<file path="src/rtl/audio_pkg.sv">
// Shared definitions for the audio mixer slice: widths, default channel
// count and the mixer FSM state encoding.
package audio_pkg;

    localparam int unsigned NUM_CH_DEFAULT = 4;
    localparam int unsigned SAMPLE_W       = 8;
    localparam int unsigned SUM_W          = 10;
    localparam int unsigned VOL_W          = 4;
    // sum * (vol + 1) needs SUM_W + VOL_W + 1 bits at full range
    localparam int unsigned PROD_W         = 15;
    localparam int unsigned SCALED_W       = PROD_W - 4;

    typedef enum logic [1:0] {
        IDLE  = 2'd0,
        ACC   = 2'd1,
        SCALE = 2'd2,
        OUT   = 2'd3
    } mix_state_e;

endpackage : audio_pkg

</file>
<file path="src/rtl/audio_mixer_if.sv">
// Mixer control/data bundle.
//   master: drives channel samples, enables, master volume, tick, clear_flags
//   slave : the mixer; returns busy, mix_sample, mix_valid, clip, overrun
interface audio_mixer_if
    import audio_pkg::*;
#(
    parameter int unsigned NUM_CH = NUM_CH_DEFAULT
) ();

    logic [NUM_CH*SAMPLE_W-1:0] ch_sample;
    logic [NUM_CH-1:0]          ch_enable;
    logic [VOL_W-1:0]           master_vol;
    logic                       sample_tick;
    logic                       clear_flags;
    logic                       busy;
    logic [SAMPLE_W-1:0]        mix_sample;
    logic                       mix_valid;
    logic                       clip;
    logic                       overrun;

    modport master (
        output ch_sample, ch_enable, master_vol, sample_tick, clear_flags,
        input  busy, mix_sample, mix_valid, clip, overrun
    );

    modport slave (
        input  ch_sample, ch_enable, master_vol, sample_tick, clear_flags,
        output busy, mix_sample, mix_valid, clip, overrun
    );

endinterface : audio_mixer_if

</file>
<file path="src/rtl/audio_sdm.sv">
// First-order sigma-delta modulator: the carry out of an 8-bit phase
// accumulator, registered once more, forms the 1-bit output stream.
//   clk_1mhz : clock
//   rst      : synchronous active-high reset
//   sample   : value to modulate
//   bit_out  : density-modulated bitstream (sample/256 ones density)
module audio_sdm
    import audio_pkg::*;
(
    input  logic                clk_1mhz,
    input  logic                rst,
    input  logic [SAMPLE_W-1:0] sample,
    output logic                bit_out
);

    logic [SAMPLE_W-1:0] acc_q, acc_d;
    logic                carry_q, carry_d;
    logic                bit_q, bit_d;

    // Accumulate and take the carry; output lags the carry by one cycle
    always_comb begin
        {carry_d, acc_d} = (SAMPLE_W + 1)'(acc_q) + (SAMPLE_W + 1)'(sample);
        bit_d            = carry_q;
    end

    always_ff @(posedge clk_1mhz) begin
        if (rst) begin
            acc_q   <= '0;
            carry_q <= 1'b0;
            bit_q   <= 1'b0;
        end else begin
            acc_q   <= acc_d;
            carry_q <= carry_d;
            bit_q   <= bit_d;
        end
    end

    assign bit_out = bit_q;

endmodule : audio_sdm

</file>
<file path="src/rtl/audio_mixer.sv">
// Multi-channel sample mixer: on a tick, latches the enabled channel
// samples, sums them one per cycle, scales by (master_vol + 1) / 16 with
// saturation, and feeds the result to a sigma-delta bitstream output.
//   clk_1mhz  : clock
//   rst       : synchronous active-high reset
//   bus       : audio_mixer_if slave (samples, mask, volume, tick, flags)
//   audio_out : sigma-delta bitstream of mix_sample
module audio_mixer
    import audio_pkg::*;
#(
    parameter int unsigned NUM_CH = NUM_CH_DEFAULT
) (
    input  logic          clk_1mhz,
    input  logic          rst,
    audio_mixer_if.slave  bus,
    output logic          audio_out
);

    localparam int unsigned IDX_W   = (NUM_CH > 1) ? $clog2(NUM_CH) : 1;
    localparam int unsigned LAT_W   = NUM_CH * SAMPLE_W;
    localparam logic [IDX_W-1:0] LAST_IDX = IDX_W'(NUM_CH - 1);

    mix_state_e           state_q, state_d;
    logic [LAT_W-1:0]     lat_q, lat_d;
    logic [SUM_W-1:0]     sum_q, sum_d;
    logic [IDX_W-1:0]     idx_q, idx_d;
    logic [PROD_W-1:0]    product_q, product_d;
    logic [SAMPLE_W-1:0]  mix_sample_q, mix_sample_d;
    logic                 mix_valid_q, mix_valid_d;
    logic                 busy_q, busy_d;
    logic                 clip_q, clip_d;
    logic                 overrun_q, overrun_d;

    logic [LAT_W-1:0]     masked;
    logic [SAMPLE_W-1:0]  chan;
    logic [SCALED_W-1:0]  scaled;
    logic                 clip_set;
    logic                 overrun_set;

    // Zero disabled channels before latching
    always_comb begin
        masked = '0;
        for (int i = 0; i < int'(NUM_CH); i++) begin
            masked[i*SAMPLE_W +: SAMPLE_W] =
                bus.ch_sample[i*SAMPLE_W +: SAMPLE_W] & {SAMPLE_W{bus.ch_enable[i]}};
        end
    end

    assign chan   = lat_q[int'(idx_q)*SAMPLE_W +: SAMPLE_W];
    assign scaled = product_q[PROD_W-1:4];

    // Next-state and datapath
    always_comb begin
        state_d      = state_q;
        lat_d        = lat_q;
        sum_d        = sum_q;
        idx_d        = idx_q;
        product_d    = product_q;
        mix_sample_d = mix_sample_q;
        mix_valid_d  = 1'b0;
        busy_d       = busy_q;
        clip_set     = 1'b0;

        unique case (state_q)
            IDLE: begin
                if (bus.sample_tick) begin
                    lat_d   = masked;
                    sum_d   = '0;
                    idx_d   = '0;
                    busy_d  = 1'b1;
                    state_d = ACC;
                end
            end
            ACC: begin
                sum_d = sum_q + SUM_W'(chan);
                if (idx_q == LAST_IDX) begin
                    state_d = SCALE;
                end else begin
                    idx_d = idx_q + IDX_W'(1);
                end
            end
            SCALE: begin
                // sum * (vol + 1) as sum * vol + sum keeps the multiplier 4x10
                product_d = PROD_W'(sum_q) * PROD_W'(bus.master_vol) + PROD_W'(sum_q);
                state_d   = OUT;
            end
            OUT: begin
                if (scaled > SCALED_W'(255)) begin
                    mix_sample_d = '1;
                    clip_set     = 1'b1;
                end else begin
                    mix_sample_d = scaled[SAMPLE_W-1:0];
                end
                mix_valid_d = 1'b1;
                busy_d      = 1'b0;
                state_d     = IDLE;
            end
            default: state_d = IDLE;
        endcase

        // Any tick outside IDLE is dropped and flagged
        overrun_set = bus.sample_tick && busy_q;

        // Sticky flags: a set on the same edge as a clear wins
        clip_d    = clip_set    ? 1'b1 : (bus.clear_flags ? 1'b0 : clip_q);
        overrun_d = overrun_set ? 1'b1 : (bus.clear_flags ? 1'b0 : overrun_q);
    end

    always_ff @(posedge clk_1mhz) begin
        if (rst) begin
            state_q      <= IDLE;
            lat_q        <= '0;
            sum_q        <= '0;
            idx_q        <= '0;
            product_q    <= '0;
            mix_sample_q <= '0;
            mix_valid_q  <= 1'b0;
            busy_q       <= 1'b0;
            clip_q       <= 1'b0;
            overrun_q    <= 1'b0;
        end else begin
            state_q      <= state_d;
            lat_q        <= lat_d;
            sum_q        <= sum_d;
            idx_q        <= idx_d;
            product_q    <= product_d;
            mix_sample_q <= mix_sample_d;
            mix_valid_q  <= mix_valid_d;
            busy_q       <= busy_d;
            clip_q       <= clip_d;
            overrun_q    <= overrun_d;
        end
    end

    assign bus.busy       = busy_q;
    assign bus.mix_sample = mix_sample_q;
    assign bus.mix_valid  = mix_valid_q;
    assign bus.clip       = clip_q;
    assign bus.overrun    = overrun_q;

    audio_sdm u_sdm (
        .clk_1mhz (clk_1mhz),
        .rst      (rst),
        .sample   (mix_sample_q),
        .bit_out  (audio_out)
    );

endmodule : audio_mixer
</file>
<file path="src/flat_wrapper.sv">
// flat-port wrapper written by rule: the top's interface ports become plain ports
module audio_mixer_flat import audio_pkg::*;
#(
    parameter int unsigned NUM_CH = NUM_CH_DEFAULT
)
  (clk_1mhz, rst, audio_out, bus_ch_sample, bus_ch_enable, bus_master_vol, bus_sample_tick, bus_clear_flags, bus_busy, bus_mix_sample, bus_mix_valid, bus_clip, bus_overrun);
  audio_mixer_if #(.NUM_CH(NUM_CH)) bus_i ();
  input  logic clk_1mhz;
  input  logic rst;
  output logic audio_out;
  input wire logic [$bits(bus_i.ch_sample)-1:0] bus_ch_sample;
  input wire logic [$bits(bus_i.ch_enable)-1:0] bus_ch_enable;
  input wire logic [$bits(bus_i.master_vol)-1:0] bus_master_vol;
  input wire logic [$bits(bus_i.sample_tick)-1:0] bus_sample_tick;
  input wire logic [$bits(bus_i.clear_flags)-1:0] bus_clear_flags;
  output wire logic [$bits(bus_i.busy)-1:0] bus_busy;
  output wire logic [$bits(bus_i.mix_sample)-1:0] bus_mix_sample;
  output wire logic [$bits(bus_i.mix_valid)-1:0] bus_mix_valid;
  output wire logic [$bits(bus_i.clip)-1:0] bus_clip;
  output wire logic [$bits(bus_i.overrun)-1:0] bus_overrun;
  assign bus_i.ch_sample = bus_ch_sample;
  assign bus_i.ch_enable = bus_ch_enable;
  assign bus_i.master_vol = bus_master_vol;
  assign bus_i.sample_tick = bus_sample_tick;
  assign bus_i.clear_flags = bus_clear_flags;
  assign bus_busy = bus_i.busy;
  assign bus_mix_sample = bus_i.mix_sample;
  assign bus_mix_valid = bus_i.mix_valid;
  assign bus_clip = bus_i.clip;
  assign bus_overrun = bus_i.overrun;
  audio_mixer #(.NUM_CH(NUM_CH)) u_core (.clk_1mhz(clk_1mhz), .rst(rst), .bus(bus_i), .audio_out(audio_out));
endmodule
</file>
<file path="config.mk">
export PLATFORM = sky130hd
export DESIGN_NAME = audio_mixer_flat
export DESIGN_NICKNAME = d
export VERILOG_FILES = /design/src/rtl/audio_pkg.sv /design/src/rtl/audio_mixer_if.sv /design/src/rtl/audio_sdm.sv /design/src/rtl/audio_mixer.sv /design/src/flat_wrapper.sv
export SDC_FILE = /design/constraint.sdc
export NUM_CORES = 1
export LEC_CHECK = 0
export BUFFER_PORTS_ARGS = -buffer_cell sky130_fd_sc_hd__buf_2
export CAP_MARGIN = 20
export CORE_MARGIN = 5
export CORE_UTILIZATION = 64
export DETAILED_ROUTE_END_ITERATION = 10
export GPL_TIMING_DRIVEN = 0
export PLACE_DENSITY = 0.86
export SYNTH_ARGS = -nofsm -noshare
export SYNTH_HDL_FRONTEND = slang
export SYNTH_HIERARCHICAL = 1
export SYNTH_SLANG_ARGS = --single-unit
</file>
<file path="constraint.sdc">
create_clock -name clk_1mhz -period 8.66 [get_ports clk_1mhz]
set_input_delay 0.433 -clock clk_1mhz [delete_from_list [all_inputs] [get_ports clk_1mhz]]
set_output_delay 0.433 -clock clk_1mhz [all_outputs]
set_load 0.1 [all_outputs]
</file>
; ---- After elaboration in Yosys (flattened, before gate mapping)
; Index checks and enable logic that the tools add are counted.
[word_totals]
regBits = 83
latch_bits = 0
ramBits = 0
rom_bits = 0
wordCells = 59
mem_count = 0
[op_classes]
addsub = 4
mul = 1
n_div = 0
n_lt_le_gt_ge = 1
n_eq_ne = 7
n_shift = 1
n_mux = 17
bitwise = 4
n_reduce_logical = 11
[ops]
columns = operator, count
row1 = $and 8x8->8, 4
row2 = $shiftx 32x6->8, 1
row3 = $pmux 10 s2, 1
row4 = $add 14x10->15, 1
row5 = $mul 10x4->14, 1
row6 = $gt 11x8->1 const B, 1
row7 = $add 10x8->10, 1
row8 = $mux 10, 1
row9 = $add 8x8->9, 1
row10 = $mux 2, 4
row11 = $mux 8, 1
row12 = $pmux 2 s4, 1
row13 = $reduce_and 2->1, 4
row14 = $reduce_bool 2->1, 4
row15 = $mux 1, 7
row16 = $eq 2x2->1 const B, 3
row17 = $ne 2x2->1 const B, 2
row18 = $pmux 2 s2, 1
row19 = $reduce_and 3->1, 1
row20 = $add 2x1->2 const B, 1
row21 = $eq 2x1->1 const B, 1
row22 = $logic_not 2->1, 1
row23 = $ne 2x1->1 const B, 1
row24 = $pmux 1 s2, 1
row25 = $logic_and 1x1->1, 1

; ---- Depth between registers and ports, before layout
[depth]
word_depth = 4
depth_mapped = 13

; ---- Modules after synthesis
; The synthesis kept the hierarchy.
[by_module_without_submodules]
columns = module, n_inst, cells_per_inst, area_each_um2
row1 = audio_mixer, 1, 546, 4728.3
row2 = audio_sdm, 1, 62, 580.6

; ---- Worst setup path after synthesis
; No wires, ideal clock.
[synth_timing]
path_type = input to register
start = input port bus_master_vol[3]
end = register u_core.product_q[9]
setup_time_ns = 0.095
t_arrival_ns = 3.617
t_required_ns = 8.565
slack_ns = 4.948
path_stages = 12
cell_sequence = and2_1 > fa_1 > fa_1 > inv_1 > fa_1 > inv_1 > ha_1 > o21ai_1 > a221oi_2 > a31oi_1 > or4b_1 > o311ai_1
[synth_between]
elab_chain_len = 2
[synth_lines]
columns = element, line_no
row1 = from (decl), flat_wrapper.sv:13  ; input wire logic [$bits(bus_i.master_vol)-1:0] bus_master_vol;
row2 = $mul 10x4->14, audio_mixer.sv:84  ; product_d = PROD_W'(sum_q) * PROD_W'(bus.master_vol) + PROD_W'(sum_q);
row3 = $add 14x10->15, audio_mixer.sv:84
row4 = to (signal assigned), audio_mixer.sv:126  ; product_q <= product_d;
row5 = to (decl), audio_mixer.sv:27  ; logic [PROD_W-1:0] product_q, product_d;
; Every way passes these cells.
; A chain may end at the register's enable or synchronous reset.

; ---- Worst setup path after layout
[layout_timing]
start = register u_core.sum_q[1]
end = register u_core.product_q[9]
[layout_between]
elab_chain_len = 2
[layout_lines]
columns = element, line_no
row1 = from (decl), audio_mixer.sv:25  ; logic [SUM_W-1:0] sum_q, sum_d;
row2 = from (signal assigned), audio_mixer.sv:124  ; sum_q <= sum_d;
row3 = $mul 10x4->14, audio_mixer.sv:84
row4 = $add 14x10->15 (*), audio_mixer.sv:84
; Mark *: on every way between the ends. The rest lies on a longest branch, timed or not.

==> run metrics <==
status complete, no violations; total number of vias around 4700; Min Hold Slack ~0.33 ns; Worst-path clk slew 0.09 ns; layout cells sized above 1 0.131; fmax between 0.2 and 0.25 GHz; Post-synth top flop dfxtp_1; Crit path depth 12; Synth Area in XOR/XNOR 0.0198; Reg-to-Reg Start u_core/sum_q[1]$_SDFFE_PP0P_; detailed placement HPWL roughly 9600 microns; post-synthesis simple-gate area fraction 0.198; vias in the first global route 4642; global-route wire length before repair about 21000 microns; Power Dens Cells 184 nW/um^2; Gate Count Post-Synth 608; Synth async-reset ratio 0; crit path launch u_core/sum_q[1]$_SDFFE_PP0P_; row cnt 33; Starting Density 0.653; initial antenna violation count 0; drt total wl ~12000 microns; Mapped Nets between 700 and 800; Synth Area in Adders 0.202; Leak ~2.6 nW; TritonCTS clock tree yes; cells on worst reg2reg path 12; largest family of logic cells by synthesized area adder cells; H-tree levels 3; setup TNS 0 ns; cell mode on critical path fa_1; clock tree buffer depth 2; Ant. Diodes 0; sequential element share of the synthesized area 0.298; fin area 5910 sq um; crit path capture type flip-flop; worst path cell trace and2_1, fa_1, fa_1, inv_1, fa_1, inv_1, ha_1, o21ai_1, a221oi_2, a31oi_1, or4b_1, o311ai_1; dominant cell type by area after synthesis dfxtp_1; Switching Share 0.382; Avg Cell Area, Syn between 8 and 9 sq um; DP Area between 5000 and 6000 sq um; Seq cells post-synth 79; # IOs 57; Final Cycle Share 0.473; DR WL/cell 16.0 microns; slowest CP cell fa_1; Final min period 4.10 ns; Final setup viols 0; nets 786; Root Buffer clkbuf_8; Hold Path Depth 3; Die Y-Extent 101 microns; Worst Path Required 8.91 ns; Worst-Skew Late Latency between 0.3 and 0.4 ns; Max Cap Viol 0; Reg power frac 0.395; antenna-violating nets left 0; grt ovf 0; Synth Area in Compound Gates 0.162; DRC viols 0; TritonRoute pass-1 iters 5; R2R Setup Slk roughly 4.6 ns; WP data arrival 4.35 ns; Final Slew Violations 0; cell family with most CP delay adder cells; crit-path max FO 8; Layout Skew 0.0140 ns; ranking of synthesized cells by area dfxtp_1 (30%), ha_1 (10%), fa_1 (9.8%); synth unique cells 57; cell with the most instances after synthesis dfxtp_1; Tightest Pin Transition roughly 0.66 ns; maximum vdd drop 174 uV; RePlAce Congestion around 0.90; core area 8130 sq um; critical path class reg -> reg; P_int 0.674 mW; mux share of post-synthesis cell area 0.0608; highest cell delay on the worst timing path approximately 0.56 ns; DIE WIDTH just over 100 microns; largest net degree at the start of global routing 15; RSZ-0062 raised after global routing false; post-synth top area share 0.298; Port Buffers 52; Synth Cell Area between 5000 and 6000 sq um; combinational power share 0.344; Final Hold Violating Endpoints 0; Worst slew margin 0.558; switching power roughly 0.42 mW; hold path start bus_ch_sample[20]; Hold Buf Count CTS 0; Worst Path Buf+Inv 2; Via density between 5 and 6; DR iter-0 viols ~280; hold crit path type in -> reg; post-cts resize count 0; CTS buffer count 9; Clock Sinks 79; Ys Warns 6; commonest cells in the netlist dfxtp_1 (79), a21oi_1 (61), inv_1 (56); die area between 10000 and 15000 sq um; crit start category flip-flop; gr usage total 0.261; number of synthesized flops with an enable pin 0; Area growth syn-to-layout 11.4%; power share of the clock group 0.261; postcts setup bufs 0; total power draw 1.09 mW
==> through the flow <==
stage,cells,util,setup slack [ns]
after floorplan,608,-,4.95
after global placement,765,0.701,4.53
after detailed placement,765,0.701,4.45
after CTS,781,0.726,4.56
after global routing,782,0.727,4.37
final,782,0.727,4.56
==> registers in the layout, indices dropped and copies added (netlist names) <==
| signal | cells |
|---|---|
| u_core/bus.overrun | 1 |
| u_core/u_sdm/bit_d | 1 |
| u_core/u_sdm/bit_out | 1 |
| u_core/bus.clip | 1 |
| u_core/bus.mix_valid | 1 |
| u_core/sum_q | 10 |
| u_core/product_q | 11 |
| u_core/lat_q | 32 |
| u_core/idx_q | 2 |
| u_core/u_sdm/acc_q | 8 |
| u_core/bus.busy | 1 |
| u_core/bus.mix_sample | 8 |
| u_core/state_q | 2 |
==> cells in the final DEF (no fill, tap or decap), types with 9 or more instances in the layout <==
cell type,synthesis,layout
and2_1,35,35
nand2_1,55,55
fa_1,26,26
xnor2_1,9,9
buf_2,1,54
nand3_1,34,34
clkbuf_1,23,23
inv_1,56,56
o21ai_0,16,16
nor3_1,11,11
mux2i_1,12,12
clkbuf_8,0,10
a21oi_1,61,61
ha_1,44,44
dfxtp_1,79,79
nor2_1,30,30
==> metal layers <==
layer  wire length, microns  GRT usage
met5                      0          0
met4                    240     0.0890
met3                    941     0.0519
met2                   5990      0.425
met1                   5310      0.347
==> worst min-delay path, delay by kind of cell <==
kind | cells | cell delay [ns]
buffers and inverters | 1 | 0.09
AOI/OAI and AO/OA | 1 | 0.06
and+or+nand+nor | 1 | 0.07
==> logic make-up after synthesis <==
kind of cell,Yosys count
buffers and inverters,83
AND/OR/NAND/NOR,206
multiplexers,22
flip-flops,79
adder cells (fa/ha/maj),70
AO/OA/AOI/OAI,136
XOR/XNOR,12
==> area by class of cell <==
class / instances / area, sq um
Tap cell: 105 / 131
Timing Repair Buffer: 53 / 265
Clock buffer: 10 / 138
Clock inverter: 6 / 68.8
Fill cell: 602 / 2220
Multi-Input combinational cell: 446 / 3410
Buffer: 27 / 103
Sequential cell: 79 / 1580
Inverter: 56 / 210
==> worst paths after layout <==
kind | endpoint
setup / recovery | u_core/product_q[9]$_SDFFE_PP0P_
hold / removal | u_core/lat_q[20]$_SDFFE_PP0P_
setup reg to reg | u_core/product_q[9]$_SDFFE_PP0P_
hold reg to reg | u_core/u_sdm/bit_out$_SDFF_PP0_
==> power groups by stage <==
stage | combinational, mW | sequential (mW) | clock (mW)
final | 0.375 | 0.431 | 0.284
after global routing | 0.419 | 0.434 | 0.307
after CTS | 0.370 | 0.429 | 0.288
after detailed placement | 0.366 | 0.438 | 0
after global placement | 0.350 | 0.436 | 0
after floorplan | 0.255 | 0.454 | 0
No activity file was read; power rests on OpenSTA's default activity.
